--- src/rtl/secure_start_ctrl.sv ---
// secure_start_ctrl
//   Upstream controller for the secure start/done stage. A request carries a
//   key that is checked against UNLOCK_KEY. On a match the block raises
//   secure, pulses start for one cycle and waits for done, giving up after
//   TIMEOUT cycles. MAX_FAIL consecutive key mismatches lock the block out
//   for LOCK_CYCLES cycles.
//
// Ports
//   clk, rst_n        clock (rising edge), asynchronous active-low reset
//   req_valid/req_key request handshake input and its key
//   req_ready         high while a request can be accepted (IDLE)
//   secure, start     downstream controls (start is a one-cycle pulse)
//   done              downstream completion, only honoured while waiting
//   busy              transaction in progress (CHECK/START/WAIT)
//   grant_ok          pulse: downstream completed
//   err_auth          pulse: key mismatch
//   err_timeout       pulse: done not seen in time
//   locked            block is in lockout
//   fail_cnt          consecutive authentication failure count
module secure_start_ctrl #(
    parameter int unsigned       KEY_W       = 8,
    parameter logic [KEY_W-1:0]  UNLOCK_KEY  = 8'hA5,
    parameter int unsigned       MAX_FAIL    = 3,
    parameter int unsigned       TIMEOUT     = 16,
    parameter int unsigned       LOCK_CYCLES = 32
) (
    input  logic                           clk,
    input  logic                           rst_n,
    input  logic                           req_valid,
    input  logic [KEY_W-1:0]               req_key,
    output logic                           req_ready,
    output logic                           secure,
    output logic                           start,
    input  logic                           done,
    output logic                           busy,
    output logic                           grant_ok,
    output logic                           err_auth,
    output logic                           err_timeout,
    output logic                           locked,
    output logic [$clog2(MAX_FAIL+1)-1:0]  fail_cnt
);

    localparam int unsigned FC_W  = $clog2(MAX_FAIL + 1);
    // +1 keeps the widths non-zero for the minimum legal parameter values
    localparam int unsigned TMR_W = $clog2(TIMEOUT + 1);
    localparam int unsigned LCK_W = $clog2(LOCK_CYCLES + 1);

    localparam logic [FC_W-1:0]  FAIL_MAX = FC_W'(MAX_FAIL);
    localparam logic [TMR_W-1:0] TMR_LAST = TMR_W'(TIMEOUT - 1);
    localparam logic [LCK_W-1:0] LCK_LAST = LCK_W'(LOCK_CYCLES - 1);

    typedef enum logic [2:0] {
        ST_IDLE,
        ST_CHECK,
        ST_START,
        ST_WAIT,
        ST_LOCK
    } state_t;

    state_t             state_q, state_d;
    logic [KEY_W-1:0]   key_q, key_d;
    logic [TMR_W-1:0]   timer_q, timer_d;
    logic [LCK_W-1:0]   lock_cnt_q, lock_cnt_d;
    logic [FC_W-1:0]    fail_cnt_q, fail_cnt_d;
    logic               grant_ok_q, grant_ok_d;
    logic               err_auth_q, err_auth_d;
    logic               err_timeout_q, err_timeout_d;

    always_ff @(posedge clk or negedge rst_n) begin
        if (!rst_n) begin
            state_q       <= ST_IDLE;
            key_q         <= '0;
            timer_q       <= '0;
            lock_cnt_q    <= '0;
            fail_cnt_q    <= '0;
            grant_ok_q    <= 1'b0;
            err_auth_q    <= 1'b0;
            err_timeout_q <= 1'b0;
        end else begin
            state_q       <= state_d;
            key_q         <= key_d;
            timer_q       <= timer_d;
            lock_cnt_q    <= lock_cnt_d;
            fail_cnt_q    <= fail_cnt_d;
            grant_ok_q    <= grant_ok_d;
            err_auth_q    <= err_auth_d;
            err_timeout_q <= err_timeout_d;
        end
    end

    always_comb begin
        state_d       = state_q;
        key_d         = key_q;
        timer_d       = timer_q;
        lock_cnt_d    = lock_cnt_q;
        fail_cnt_d    = fail_cnt_q;
        grant_ok_d    = 1'b0;
        err_auth_d    = 1'b0;
        err_timeout_d = 1'b0;

        case (state_q)
            ST_IDLE: begin
                if (req_valid) begin
                    key_d   = req_key;
                    state_d = ST_CHECK;
                end
            end
            ST_CHECK: begin
                if (key_q == UNLOCK_KEY) begin
                    fail_cnt_d = '0;
                    state_d    = ST_START;
                end else begin
                    err_auth_d = 1'b1;
                    // fail_cnt never exceeds MAX_FAIL-1 here, so +1 cannot overflow
                    if (fail_cnt_q + FC_W'(1) == FAIL_MAX) begin
                        fail_cnt_d = FAIL_MAX;
                        lock_cnt_d = '0;
                        state_d    = ST_LOCK;
                    end else begin
                        fail_cnt_d = fail_cnt_q + FC_W'(1);
                        state_d    = ST_IDLE;
                    end
                end
            end
            ST_START: begin
                timer_d = '0;
                state_d = ST_WAIT;
            end
            ST_WAIT: begin
                // done wins over an expiring timer in the same cycle
                if (done) begin
                    grant_ok_d = 1'b1;
                    state_d    = ST_IDLE;
                end else if (timer_q == TMR_LAST) begin
                    err_timeout_d = 1'b1;
                    state_d       = ST_IDLE;
                end else begin
                    timer_d = timer_q + TMR_W'(1);
                end
            end
            ST_LOCK: begin
                if (lock_cnt_q == LCK_LAST) begin
                    fail_cnt_d = '0;
                    state_d    = ST_IDLE;
                end else begin
                    lock_cnt_d = lock_cnt_q + LCK_W'(1);
                end
            end
            default: begin
                state_d = ST_IDLE;
            end
        endcase
    end

    // Outputs are pure decodes of registered state, so the asynchronous
    // reset drops secure/start without waiting for a clock edge.
    assign req_ready   = (state_q == ST_IDLE);
    assign busy        = (state_q == ST_CHECK) || (state_q == ST_START) || (state_q == ST_WAIT);
    assign secure      = (state_q == ST_START) || (state_q == ST_WAIT);
    assign start       = (state_q == ST_START);
    assign locked      = (state_q == ST_LOCK);
    assign grant_ok    = grant_ok_q;
    assign err_auth    = err_auth_q;
    assign err_timeout = err_timeout_q;
    assign fail_cnt    = fail_cnt_q;

endmodule

--- config.mk ---
export PLATFORM = sky130hd
export DESIGN_NAME = secure_start_ctrl
export DESIGN_NICKNAME = d
export VERILOG_FILES = /design/src/rtl/secure_start_ctrl.sv
export SDC_FILE = /design/constraint.sdc
export NUM_CORES = 1
export LEC_CHECK = 0
export BUFFER_PORTS_ARGS = -buffer_cell sky130_fd_sc_hd__buf_2
export CAP_MARGIN = 20
export CORE_ASPECT_RATIO = 1.75
export CORE_MARGIN = 2
export CORE_UTILIZATION = 54
export CTS_CLUSTER_DIAMETER = 40
export DETAILED_ROUTE_END_ITERATION = 8
export PLACE_DENSITY = 0.77
export SETUP_SLACK_MARGIN = 0.1
export SKIP_CTS_REPAIR_TIMING = 1
export SYNTH_ARGS = -nofsm -noshare
export SYNTH_HDL_FRONTEND = slang
export SYNTH_SLANG_ARGS = --single-unit
--- constraint.sdc ---
create_clock -name clk -period 2.4 [get_ports clk]
set_input_delay 0 -clock clk [delete_from_list [all_inputs] [get_ports clk]]
set_output_delay 0 -clock clk [all_outputs]
set_load 0.05 [all_outputs]
==> reports/summary.md <==
### Global routing
* 20.7% — met1 Resource Use GR
* 975 — number of global-route vias before repair
* 1.92% — met3 usage in global routing
* met2 — Most Used Layer, Global Route
* 34.5% — M2 GR Usage
* 0 — antenna violations before repair
* 19.3% — total routing resource utilization after global routing
* 0 — remaining global-route overflow
* 28 — pin count of the biggest net entering global routing
* 3930 µm — global-route wire length before repair

### Power and ir drop
* 0.000944 W — Int Pwr
* 45.5% — sequential group share of total power
* 16.3% — part of the total power dissipated in the clock network
* 0.000616 W — Sw Pwr
* 0.000684 V — maximum vdd ir drop
* 995 nW/µm² — P per Cell Area
* 0.738 nW — leakage power of the design
* 38.2% — combinational share of power
* 39.5% — switching share of power

### Logic synthesis
* dfrtp_1 (51%), mux2_2 (6.9%), ha_1 (3.8%), nand2_1 (2.6%), nor2_1 (2.6%) — ranking of synthesized cells by area
* dfrtp_1 — main flop type after synthesis
* 129 — syn nets
* 0 — Synth warnings
* 0 — count of flip-flops with a built-in enable after synthesis
* 36 — distinct cell type count of the synthesized netlist
* 100% — share of synthesized registers carrying an async set or reset
* 51.4% — share of the yosys chip area belonging to registers
* 27 — flops & latches, synth
* 113 — Gate Count Post-Synth
* dfrtp_1 — cell taking the most area after synthesis
* dfrtp_1 (27), nand2_1 (9), nor2_1 (9) — most used standard cells in the synthesized netlist
* 11.6 µm² — average footprint of a synthesized cell
* 51.4% — share of the synthesized area in the top cell type
* dfrtp_1 — most frequent cell after synthesis
* 1320 µm² — Syn Std Cell Area

### Floorplanning
* 41.3 µm — Chip Width
* 69.3 µm — DIE HEIGHT
* 2300 µm² — Floorplan Core Area
* 57.1% — Starting Density
* 2860 µm² — die area
* 22 — io pins
* 23 — row count

### Place
* 1820 µm — sum of net half-perimeters after detailed placement
* 155 — Post-Place Cells
* 21 — input/output buffers
* 0.704 — routability congestion estimate from global placement

### Final layout
* 0 — Ant. Diodes
* 168 — Post-Layout Cell Count
* 28.7% — fraction of layout instances using a drive strength above 1
* 68.1% — fraction of the core area covered by cells at the end of the flow
* 160 — Final Net Count
* 173 — Layout fillers
* 19.2% — Area growth, synth to finish

### Job
* 0 — maxcap violations

### Timing
* 526 MHz — highest achievable clock rate
* 0 ns — Final TNS setup
* 79.2% — final period utilization
* 1.90 ns — Period minus WS final
* 0 — endpoints failing setup
* no — setup repair after global routing missed its margin
* 0 — final count of pins violating max slew
* 0 — final count of hold timing violations
* 0.601 ns — transition time at the pin with the least slew margin
* 0.00343 ns — setup clock skew after layout
* 59.9% — relative slew slack

### Detailed routing
* 25 — Detailed Route Iter0 Violations
* 4 — length of the first detailed-routing pass in iterations
* 941 — number of vias in the routed layout
* 0 — post-route ant nets
* 2400 µm — Routed Wire Length
* 5.60 — ratio of routed vias to standard cells
* 0 — DRC viols
* 14.3 µm — routed wirelength normalized by instance count

### CTS
* built — TritonCTS clock tree
* clkbuf_8 — root buffer cell
* 0.27 ns — clock latency on the worst-skew pair
* 0.09 ns — clock-pin slew on the worst setup and hold paths
* 1 — H-Tree Depth
* 2 — maximum clock path buffer count
* 27 — Sinks on Clock Net
* 3 — number of buffers added by the clock tree synthesis step

### Setup path
* 2.06 ns — data arrival time at the worst-slack endpoint
* 2.56 ns — data required time of the worst path
* flip-flop — capturing element type of the critical path
* 6 — largest fanout of any net on the critical path
* reg2reg — Crit Path Class
* flip-flop — kind of launch point of the worst setup path

### Min path
* in2reg — Hold WC Path Type

### Run status
* complete, no violations — outcome

[critical path, stage by stage (launching register included)]
cell and delay, ns:
dfrtp_1 0.41, ha_1 0.21, and3_1 0.18, ha_1 0.22
nor4b_4 0.41, nand4_1 0.16, xor2_1 0.15, nor2_1 0.05
[power by group through the flow]
stage,Sequential [W],Clock [W],Combinational [W]
final,0.000710,0.000254,0.000596
after CTS,0.000713,0.000259,0.000593
after global placement,0.000710,0,0.000570
after floorplan,0.000743,0,0.000437
after global routing,0.000730,0.000275,0.000647
after detailed placement,0.000722,0,0.000591
[layout make-up]
cell class / count / area (µm²) / area share, %
Clock buffer: 3 / 41.3 / 2.63
Sequential cell: 27 / 676 / 43.1
Clock inverter: 1 / 5.00 / 0.319
Multi-Input combinational cell: 74 / 586 / 37.4
Inverter: 7 / 26.3 / 1.68
Timing Repair Buffer: 31 / 203 / 12.9
Tap cell: 25 / 31.3 / 2.00
[sequential cells by signal (all words and copies together), names as in the netlist]
name	cells
err_auth	1
err_timeout	1
key_q	8
grant_ok	1
lock_cnt_q	6
fail_cnt	2
timer_q	5
state_q	3
[per-layer routing]
metal  up-vias  share of wire [%]
li1        457                  -
met1       464                 38
met2        16                 58
met3         4                2.4
met4         0                1.5
met5         -                  0
[kinds of logic after synthesis]
family / Yosys count / share of synthesized area (%)
AOI/OAI and AO/OA: 16 / 10.1
buffers and inverters: 12 / 4.47
xor gates and xnor gates: 4 / 2.66
adders and majority gates: 4 / 3.81
and+or+nand+nor: 39 / 18.5
DFF: 27 / 51.4
muxes: 11 / 9.13
[worst paths after layout]
| check | startpoint | end | slack (ns) | cells past startpoint |
|---|---|---|---|---|
| worst max-delay path | timer_q[0] | timer_q[3] | 0.50 | 7 |
| worst min-delay path | req_valid | state_q[0] | 0.01 | 3 |
| worst max register to register | timer_q[0] | timer_q[3] | 0.50 | 7 |
| worst min register to register | timer_q[4] | timer_q[4] | 0.50 | 1 |
| max in group asynchronous | rst_n | state_q[1] | 1.75 | 2 |
| min in group asynchronous | rst_n | fail_cnt[1] | 0.26 | 2 |
[per-stage QoR]
| stage | total power (W) | hold slack (ns) | area (µm²) | setup slack (ns) |
|---|---|---|---|---|
| floorplan | 0.00118 | -0.296 | 1320 | 0.387 |
| global placement | 0.00128 | 0.0276 | 1430 | 0.568 |
| detailed placement | 0.00131 | 0.0373 | 1430 | 0.498 |
| CTS | 0.00157 | -0.262 | 1480 | 0.487 |
| global route | 0.00165 | 0.0503 | 1570 | 0.361 |
| finish | 0.00156 | 0.0107 | 1570 | 0.499 |
[cells in the final DEF (no fill, tap or decap), types with 2 or more instances in the layout]
cell / n
nand4bb_1: 2
and3_1: 3
nand3_1: 2
mux2i_1: 3
o21ai_1: 2
ha_1: 4
inv_1: 7
dlygate4sd3_1: 9
xnor2_1: 2
xor2_1: 2
nand2_1: 9
nor2_1: 9
o41ai_2: 2
nor3b_2: 2
clkbuf_8: 3
mux2_2: 8
a32o_1: 2
nand2b_1: 2
o21ai_0: 2
buf_2: 21
o211ai_1: 2
dfrtp_1: 27
(Power assumes the default switching activity.)
